<file path="src/rtl/uart_receiver.sv">
// ---------------------------------------------------------------------------
// uart_receiver
//
// Serial-to-parallel UART receiver for 8N1 frames, LSB first. The rx line is
// oversampled on a shared baud-tick strobe (enb). The start bit is validated
// at mid-bit. Each data bit is sampled at mid-bit. The stop bit is checked
// before the byte is published with a sticky ready flag.
//
// Parameters:
//   OVERSAMPLE : enb ticks per bit period (even, >= 4)
//   DATA_BITS  : data bits per frame
//
// Ports:
//   clk       in   system clock
//   rst       in   synchronous, active-high reset
//   enb       in   oversample tick, one clk wide
//   rx        in   serial line, idle high, asynchronous to clk
//   rdy_clr   in   host acknowledge; clears rdy (and overrun)
//   data_out  out  last good received byte
//   rdy       out  byte available, sticky until rdy_clr
//   frame_err out  last completed frame had a stop bit of 0
//   busy      out  receiver is inside a frame (state != IDLE)
//   overrun   out  a good byte arrived while rdy was still set
//
// Optional feature:
//   UART_RX_OVERRUN_EN - when defined, overrun detection is built.
//                        When undefined, overrun is tied to 0.
// ---------------------------------------------------------------------------
module uart_receiver #(
  parameter int OVERSAMPLE = 16,
  parameter int DATA_BITS  = 8
) (
  input  logic                 clk,
  input  logic                 rst,
  input  logic                 enb,
  input  logic                 rx,
  input  logic                 rdy_clr,
  output logic [DATA_BITS-1:0] data_out,
  output logic                 rdy,
  output logic                 frame_err,
  output logic                 busy,
  output logic                 overrun
);

  localparam int TW = $clog2(OVERSAMPLE);
  localparam int IW = $clog2(DATA_BITS);

  localparam logic [TW-1:0] TICK_ZERO = TW'(0);
  localparam logic [TW-1:0] TICK_ONE  = TW'(1);
  localparam logic [TW-1:0] TICK_HALF = TW'(OVERSAMPLE / 2 - 1);
  localparam logic [TW-1:0] TICK_LAST = TW'(OVERSAMPLE - 1);
  localparam logic [IW-1:0] IDX_ZERO  = IW'(0);
  localparam logic [IW-1:0] IDX_ONE   = IW'(1);
  localparam logic [IW-1:0] IDX_LAST  = IW'(DATA_BITS - 1);

  typedef enum logic [1:0] {
    IDLE  = 2'd0,
    START = 2'd1,
    DATA  = 2'd2,
    STOP  = 2'd3
  } state_t;

  state_t                 state;
  logic                   rx_meta;
  logic                   rx_s;
  logic                   rx_prev;
  logic [TW-1:0]          tick_cnt;
  logic [IW-1:0]          idx;
  logic [DATA_BITS-1:0]   shift_reg;

  // Two-flop synchroniser for the asynchronous rx line. Both flops preset to
  // the idle level so that reset cannot create a false start edge.
  always_ff @(posedge clk) begin
    if (rst) begin
      rx_meta <= 1'b1;
      rx_s    <= 1'b1;
    end else begin
      rx_meta <= rx;
      rx_s    <= rx_meta;
    end
  end

  // busy is combinational so it drops on the same edge that returns to IDLE.
  always_comb begin
    busy = (state != IDLE);
  end

  // Receive FSM, bit sampling and host-visible flags.
  always_ff @(posedge clk) begin
    if (rst) begin
      state     <= IDLE;
      rx_prev   <= 1'b1;
      tick_cnt  <= TICK_ZERO;
      idx       <= IDX_ZERO;
      shift_reg <= '0;
      data_out  <= '0;
      rdy       <= 1'b0;
      frame_err <= 1'b0;
`ifdef UART_RX_OVERRUN_EN
      overrun   <= 1'b0;
`endif
    end else begin
      // The acknowledge acts on any clock. A stop-bit set later in this
      // block overrides it, so a coinciding set wins.
      if (rdy_clr) begin
        rdy     <= 1'b0;
`ifdef UART_RX_OVERRUN_EN
        overrun <= 1'b0;
`endif
      end

      if (enb) begin
        rx_prev <= rx_s;

        case (state)
          IDLE: begin
            // Only a high-to-low transition starts a frame. A line that is
            // held low must return high before it can start another frame.
            if (rx_prev && !rx_s) begin
              state    <= START;
              tick_cnt <= TICK_ZERO;
            end
          end

          START: begin
            if (tick_cnt == TICK_HALF) begin
              if (!rx_s) begin
                state    <= DATA;
                tick_cnt <= TICK_ZERO;
                idx      <= IDX_ZERO;
              end else begin
                // The line went high before mid-bit: treat it as a glitch.
                state <= IDLE;
              end
            end else begin
              tick_cnt <= tick_cnt + TICK_ONE;
            end
          end

          DATA: begin
            // The count starts at the middle of the start bit, so every wrap
            // lands on the middle of a data bit.
            if (tick_cnt == TICK_LAST) begin
              tick_cnt       <= TICK_ZERO;
              shift_reg[idx] <= rx_s;
              if (idx == IDX_LAST) begin
                state <= STOP;
              end else begin
                idx <= idx + IDX_ONE;
              end
            end else begin
              tick_cnt <= tick_cnt + TICK_ONE;
            end
          end

          STOP: begin
            if (tick_cnt == TICK_LAST) begin
              // Returning to IDLE at mid-stop-bit leaves half a bit in which
              // to see the next start edge, so back-to-back frames work.
              state <= IDLE;
              if (rx_s) begin
`ifdef UART_RX_OVERRUN_EN
                if (rdy && !rdy_clr) begin
                  overrun <= 1'b1;
                end
`endif
                data_out  <= shift_reg;
                rdy       <= 1'b1;
                frame_err <= 1'b0;
              end else begin
                frame_err <= 1'b1;
              end
            end else begin
              tick_cnt <= tick_cnt + TICK_ONE;
            end
          end

          default: begin
            state <= IDLE;
          end
        endcase
      end
    end
  end

`ifndef UART_RX_OVERRUN_EN
  assign overrun = 1'b0;
`endif

endmodule

</file>
<file path="config.mk">
export PLATFORM = sky130hd
export DESIGN_NAME = uart_receiver
export DESIGN_NICKNAME = d
export VERILOG_FILES = /design/src/rtl/uart_receiver.sv
export SDC_FILE = /design/constraint.sdc
export NUM_CORES = 1
export LEC_CHECK = 0
export CORE_ASPECT_RATIO = 1.75
export CORE_MARGIN = 2
export CORE_UTILIZATION = 50
export DETAILED_ROUTE_END_ITERATION = 8
export PLACE_DENSITY = 0.77
export RECOVER_POWER = 25
export SYNTH_ARGS = -nofsm -noshare
export SYNTH_HDL_FRONTEND = slang
export SYNTH_SLANG_ARGS = --single-unit
</file>
<file path="constraint.sdc">
create_clock -name clk -period 4.7 [get_ports clk]
set_input_delay 1.41 -clock clk [delete_from_list [all_inputs] [get_ports clk]]
set_output_delay 1.41 -clock clk [all_outputs]
set_load 0.005 [all_outputs]
</file>
* Word level (Yosys, flattened, before mapping)
Index checks and enable logic that the tools add are counted.
Storage, ports and cells: register bits 30, bits of input ports 5, output and inout port bits 12, word-level logic and storage cells 68
Cells by class: add/subtract/negate cells 2, $lt $le $gt $ge 2, equality and inequality tests 15, muxes and demuxes 27, reduce and logical (&&, ||, !) cells 12
Operator list (count):
- 4-bit 2-to-1 mux | 5
- 2-bit != test, second input constant | 8
- 4-bit case mux with 4 select lines | 1
- 2-bit 2-to-1 mux | 6
- 3-bit 2-to-1 mux | 4
- 6-bit AND reduction | 2
- 8-bit bitwise mux | 1
- 2-bit case mux with 4 select lines | 1
- 4-bit AND reduction | 2
- 1-bit 2-to-1 mux | 7
- 3-bit case mux with 2 select lines | 1
- 3-bit AND reduction | 2
- 4-bit by 1-bit adder with 4-bit output, second input constant | 1
- 2-bit == test, second input constant | 2
- 4-bit by 3-bit == test with 1-bit output, second input constant | 1
- 4-bit == test, second input constant | 1
- 3-bit by 4-bit less-than comparator with 1-bit output, second input constant | 1
- 2-bit nonzero test | 2
- 3-bit by 1-bit adder with 3-bit output, second input constant | 1
- 1-bit demux with 3-bit select | 1
- 3-bit == test, second input constant | 1
- 3-bit by 1-bit greater-or-equal comparator with 1-bit output, second input constant | 1
- 3-bit != test, second input constant | 1
- 2-bit by 1-bit == test with 1-bit output, second input constant | 1
- 3 further kinds | 4

* Longest topological paths before layout
Gate-level depths: netlist of the first run.
depth after elaboration 5, depth in mapped cells 8

* Worst setup path after synthesis of the first run
Ideal clock, no wire load.
path kind input to register, start point in enb, end point reg data_out[0], data arrival time 2.010 ns, required time 4.572 ns, slack 2.562 ns, stages 5, cells stage by stage buf_2 nand4_2 buf_6 mux2i_1 nor2_1
Between the ends: longest elaborated chain between the ends 1
Ends and longest elaborated chain:
- start: declaration | RTL line 35 | input logic enb,
- 4-bit AND reduction (no source line)
- end signal: assignment | RTL line 167 | data_out <= shift_reg;
- end: declaration | RTL line 38 | output logic [DATA_BITS-1:0] data_out,
Every way passes these cells. A chain may end at the register's enable or synchronous reset.

==> summary.txt, run 1 <==
Worst setup path
  – Critical Path Source Type: flip-flop
  – Worst setup EP type: output port
  – WP data required: around 3300 ps
  – Crit-path max FO: 14
  – Reg2Reg Setup Slack: approximately 2700 ps
  – CP Class: flip-flop to output port
  – Critical Path AT: around 1700 ps

STA
  – Final Max Tran Viols: 0
  – Hold Slack: approximately 410 ps
  – Fin crit period: ~3100 ps
  – Final worst-path cycle share: 0.652
  – Worst Tran Pin Value: between 1000 and 1500 ps
  – Final setup viols: 0
  – Setup Skew: just under 9 ps
  – Setup ws final: ~1600 ps
  – RSZ-0062 raised after global routing: no
  – Final Hold Viols: 0
  – Max Freq: 0.326 GHz
  – Max_slew headroom: 0.316
  – TNS Setup: 0 ps

Drt
  – Wire per inst: 13.9 µm
  – Top sig layer: met4
  – Pre-antenna DRT Iters: 4
  – Final WL: 2770 µm
  – Via count normalized by instance count: ~5.7
  – Routed via count: 1,143
  – Met3 routed WL: about 91 µm
  – Remaining antenna violation count after routing: 0
  – Routed length on met1: 1140 µm
  – Met2 Wirelength: approximately 1500 µm
  – DRC errors left: 0
  – Initial drt markers: 6

Global route
  – First-pass GRT wire length: slightly below 5000 µm
  – Initial antenna violation count: 0
  – Total global routing overflow: 0
  – Global Route Usage Sum: 0.186
  – Vias in the first global route: roughly 1,100
  – Largest net degree at the start of global routing: 33

Clock network
  – Level count of the clock H-tree: 2
  – Post-CTS setup buffers: 0
  – CTS clk-pin slew, worst paths: 60 ps
  – Post-cts resize count: 0
  – Clock Latency Late Sink: ~280 ps
  – Hold Buf Count CTS: 0
  – Clk root buf: clkbuf_8
  – CTS Buf Count: 5
  – CTS tree: done
  – CTS Buffer Depth: 2
  – Clk sinks: 30

Floorplan
  – Die area: 3450 µm²
  – DIE HEIGHT: 76.2 µm
  – Rows: 26
  – Core area: between 2000 and 3000 µm²
  – Die width: 45.2 µm
  – Initial Util: 0.520
  – I/O pin count: 17

Synthesis
  – Post-Syn Instances: between 150 and 200
  – Cell area after synthesis: about 1500 µm²
  – Post-synthesis adder-cell area fraction: 0.0252
  – Flops & latches, synth: 30
  – Top cells by area, synth: dfxtp_1, mux2i_1, nor2_1
  – Post-synth EDFFs: 0
  – Ys Warns: 0
  – Post-synthesis net count: 171
  – Async S/R FF share, synth: 0
  – Share of the synthesized area in the top cell type: 0.404
  – Compound-Gate Fraction of Synth Area: 0.0908
  – Synth Flop Type: dfxtp_1
  – Cell taking the most area after synthesis: dfxtp_1
  – Seq/Total Area, Yosys: 0.404
  – Simple-Gate Fraction of Synth Area: 0.257
  – Main combinational cell family by area after synthesis: simple AND/OR/NAND/NOR gates
  – Post-synthesis mux area share: 0.135
  – Count of cell types in the netlist: 41
  – XOR/XNOR Fraction of Synth Area: 0.0118
  – Syn_area_per_cell: around 9 µm²

Power
  – Leak: between 0.0007 and 0.0008 µW
  – Power Total: between 400 and 500 µW
  – Peak VDD IR: 0.213 mV
  – Pwr dens: about 280 nW/µm²

Placement
  – Dpl ws: roughly 1600 ps
  – Hpwl dp: slightly below 2000 µm
  – GPL Wtd Cong: ~0.82
  – Port bufs: 15

Layout
  – Share of layout cells above drive strength 1: 0.0877
  – Layout area overhead: 11.4%
  – Inserted Diodes: 0
  – Fin nets: between 150 and 200

Status
  – Status: complete, no violations

Worst hold path
  – Hold Path Class: flip-flop to flip-flop

Job
  – Max cap viols: 0
placed cells by master (no fill, tap or decap), types with 2 or more instances in the layout:
master and n:
o22ai_1 2, a21oi_1 4, dfxtp_1 30, xnor2_1 2, clkbuf_8 5, ha_1 3
clkdlybuf4s50_1 5, nand2_1 6, dlygate4sd3_1 10, clkinv_2 2, nand2b_1 8, a211o_1 2
inv_1 4, nand4_1 7, o21ai_1 2, nand3_1 7, nor4_1 2, nor2_1 21
and2_1 3, and3_1 2, nor2b_1 3, or2_2 2, mux2i_1 20, a311oi_1 2
worst max-delay path: stages, from the launching register on:
cell             delay, ps
dfxtp_1                590
nor2_1                 190
inv_1                  110
clkdlybuf4s50_1        490
power by group:
part | leakage [µW] | internal, µW | switching [µW]
combinational | 0.000440 | 8.52 | 9.61
clock | 0.0000438 | 98.9 | 90.3
sequential | 0.000242 | 257 | 2.78
total | 0.000726 | 364 | 103
per-layer routing:
layer | track usage | up-vias
met1 | 0.196 | 539
met4 | 0.112 | 0
met5 | 0 | -
met3 | 0.0450 | 9
met2 | 0.313 | 19
li1 | - | 576
synth_stat cells, drive strengths merged, types with 2 or more instances:
| cell | number |
|---|---|
| nand2 | 6 |
| or2 | 3 |
| a211o | 2 |
| inv | 4 |
| and2 | 3 |
| buf | 11 |
| nor4 | 2 |
| nor2 | 22 |
| a311oi | 2 |
| and3 | 2 |
| xnor2 | 2 |
| o22ai | 3 |
| mux2i | 20 |
| a21oi | 4 |
| dfxtp | 30 |
| clkbuf | 3 |
| nand3 | 8 |
| ha | 3 |
| nand2b | 8 |
| nand4 | 8 |
| o21ai | 3 |
| nor2b | 3 |
logic make-up (layout without fill, tap and decap cells):
family / count (synthesis) / in the layout
and+or+nand+nor: 70 / 70
DFF: 30 / 30
muxes: 20 / 20
AOI/OAI and AO/OA: 19 / 19
buffers and inverters: 18 / 26
adders and majority gates: 3 / 3
xor gates and xnor gates: 2 / 2
other: 1 / 1
worst paths after layout:
kind,from,end,cells after the start
setup / recovery,flip-flop,busy,3
hold / removal,rx_meta,rx_s,1
hold reg to reg,rx_meta,rx_s,1
setup reg to reg,tick_cnt[0],data_out[5],5
layout make-up:
cell class	count	area, µm²
Tap cell	28	35.0
Clock inverter	2	10.0
Timing Repair Buffer	15	150
Sequential cell	30	601
Multi-Input combinational cell	115	777
Clock buffer	5	68.8
Inverter	4	15.0
Fill cell	266	1210
metrics by stage:
step,instances,cell area (µm²),utilization
finish,199,1660,0.579
global route,199,1660,0.579
CTS,199,1660,0.579
detailed placement,192,1580,0.551
global placement,192,1580,0.551
floorplan,163,1490,-
No activity file was read; power rests on OpenSTA's default activity.
==> run 2, diff against run 1 <==
CORE_UTILIZATION = 49   (was 50)
PLACE_DENSITY = 0.79   (was 0.77)
clock period = 2.8 ns   (was 4.7 ns; I/O delays follow)
==> run 2 against run 1 <==
  * Via count increased by 5.1%
  * Largest cell class unchanged
  * Clock skew about the same
  * First-iteration DRC count increased to 4.2 times the previous value
  * Core utilization increased by 0.91 points
  * Critical endpoint unchanged
  * Worst setup slack got worse by 1400 ps
  * Register-to-register slack got worse by 1900 ps
  * Sequential cell count unchanged
  * Non-clock buffer count increased by 2
==> summary.txt, run 2 (synthesis results as in run 1) <==
Placement
  – Dpl ws: 289 ps (-1270 ps)
  – Port bufs: 15 (unchanged)
  – Dpl cell area: 1610 µm² (+1.7%)
  – GPL Wtd Cong: 0.826 (+1.3%)
  – Hpwl dp: 2030 µm (+5.5%)

Power
  – Psw: 177 µW (+72%)
  – Pwr dens: 533 nW/µm² (+89%)
  – Combinational power share: 0.035 (-0.004)
  – Seq pwr share: 0.480 (-0.076)
  – Peak VDD IR: 0.450 mV (+110%)
  – Net Sw Frac: 0.195 (-0.0248)
  – Internal power: 729 µW (+100%)
  – Power share of the clock group: 0.485 (+0.079)
  – Leak: 0.000724 µW (-0.21%)

Drt
  – Routed length on met1: 1170 µm (+2.6%)
  – Final WL: 3020 µm (+9.2%)
  – Met2 Wirelength: 1630 µm (+11%)
  – Wire per inst: 15.0 µm (+8.1%)
  – Remaining antenna violation count after routing: 0 (unchanged)
  – DRC errors left: 0 (unchanged)
  – Via count normalized by instance count: 5.98 (+4.0%)
  – Routed via count: 1,201 (+5.1%)
  – Pre-antenna DRT Iters: 4 (unchanged)
  – Met3 routed WL: 98 µm (+7.7%)
  – Initial drt markers: 25 (+19)
  – Top sig layer: met4

Clock network
  – Level count of the clock H-tree: 2 (unchanged)
  – CTS Buffer Depth: 2 (unchanged)
  – CTS Buf Count: 5 (unchanged)
  – Hold Buf Count CTS: 0 (unchanged)
  – CTS tree: done
  – Clk root buf: clkbuf_8
  – Post-cts resize count: 0 (unchanged)
  – CTS clk-pin slew, worst paths: 60 ps (about the same)
  – Clock Latency Late Sink: 290 ps (about the same)
  – Clk sinks: 30 (unchanged)
  – Post-CTS setup buffers: 0 (unchanged)

Floorplan
  – Initial Util: 0.514 (-0.00584)
  – Core area: 2900 µm² (+1.1%)
  – Rows: 26 (unchanged)
  – DIE HEIGHT: 76.9 µm (+0.96%)
  – Die area: 3510 µm² (+1.9%)
  – Die width: 45.7 µm (+0.92%)
  – I/O pin count: 17 (unchanged)

Layout
  – Layout area overhead: 14.4%
  – Share of layout cells above drive strength 1: 0.0925 (+0.00477)
  – Fillcell total: 259 (-2.6%)
  – Fin nets: 181 (+1.1%)
  – Non-Filler Cell Area, Final: 1700 µm² (+2.7%)
  – Post-layout util: 0.588 (+0.00906)
  – Inserted Diodes: 0 (unchanged)
  – Commonest non-fill, non-tap cell in the layout: dfxtp_1
  – Most frequent cells in the layout: dfxtp_1, nor2_1, mux2i_1

STA
  – Final setup viols: 0 (unchanged)
  – Setup ws final: 244 ps (-1390 ps)
  – TNS Setup: 0 ps (unchanged)
  – Setup Skew: 8.51 ps (-0.324 ps)
  – Final worst-path cycle share: 0.913
  – Worst Tran Pin Value: 797 ps (-225 ps)
  – Fin crit period: about 2600 ps
  – Final Hold Viols: 0 (unchanged)
  – Max Freq: slightly below 0.4 GHz
  – Max_slew headroom: 0.468 (+0.152)
  – RSZ-0062 raised after global routing: no
  – Hold Slack: 412 ps (+1.87 ps)
  – Final Max Tran Viols: 0 (unchanged)

Worst setup path
  – WP data required: 1960 ps (-1330 ps)
  – CP Class: flip-flop to output port
  – Critical Path Source Type: flip-flop
  – Crit-path max FO: 14 (unchanged)
  – Worst setup EP type: output port
  – Critical Path AT: 1720 ps (+60 ps)

Global route
  – First-pass GRT wire length: 5140 µm (+6.4%)
  – Largest net degree at the start of global routing: 21 (-36%)
  – Global Route Usage Sum: 0.199 (+0.0124)
  – Initial antenna violation count: 0 (unchanged)
  – Total global routing overflow: 0 (unchanged)
  – Vias in the first global route: 1,173 (+3.3%)

Status
  – Status: complete, no violations

Worst hold path
  – Hold Path Class: flip-flop to flip-flop

Job
  – Max cap viols: 0 (unchanged)
## run 2: changes by cell type in the layout (fill, tap and decap cells not counted), sizes merged
cell	change
clkdlybuf4s50	+4
clkbuf	+2
dlygate4sd3	-4
clkinv	-2
buf	+1
bufinv	+1
## run 2: critical path: stages, from the launching register on
cell and delay (ps):
dfxtp_1 620, nor2_1 180, inv_1 130, clkdlybuf4s50_1 500
## run 2: final cells by class
type,count,area (µm²),share of cell area
well taps,28,35.0,0.0206
multi-input cells,115,777,0.457
repair buffers,17,161,0.0949
inverters,4,15.0,0.00882
clock inverters,1,30.0,0.0176
flip-flops and latches,30,601,0.353
clock buffers,6,82.6,0.0485
## run 2: per-stage QoR
stage | instances | total power (µW)
after global placement | 194 | 478
after CTS | 201 | 922
after global routing | 201 | 940
after detailed placement | 194 | 479
final | 201 | 907
after floorplan | 163 | 464
## run 2: power by group through the flow
| stage | Combinational, µW | Clock, µW | Sequential [µW] |
|---|---|---|---|
| floorplan | 22.3 | 0 | 442 |
| global placement | 33.6 | 0 | 445 |
| detailed placement | 34.5 | 0 | 445 |
| CTS | 35.2 | 451 | 435 |
| global route | 34.8 | 470 | 435 |
| finish | 31.6 | 440 | 435 |
## run 2: worst paths after layout
path                     from     endpoint  slack, ps  cells past startpoint
setup / recovery    flip-flop         busy        240                      3
hold / removal        rx_meta         rx_s        410                      1
setup reg to reg  tick_cnt[0]  data_out[3]        850                      5
hold reg to reg       rx_meta         rx_s        410                      1
## run 2: metal layers
layer,global-route usage,vias up
met5,0,-
li1,-,582
met4,0.121,0
met3,0.0635,12
met2,0.331,24
met1,0.200,583
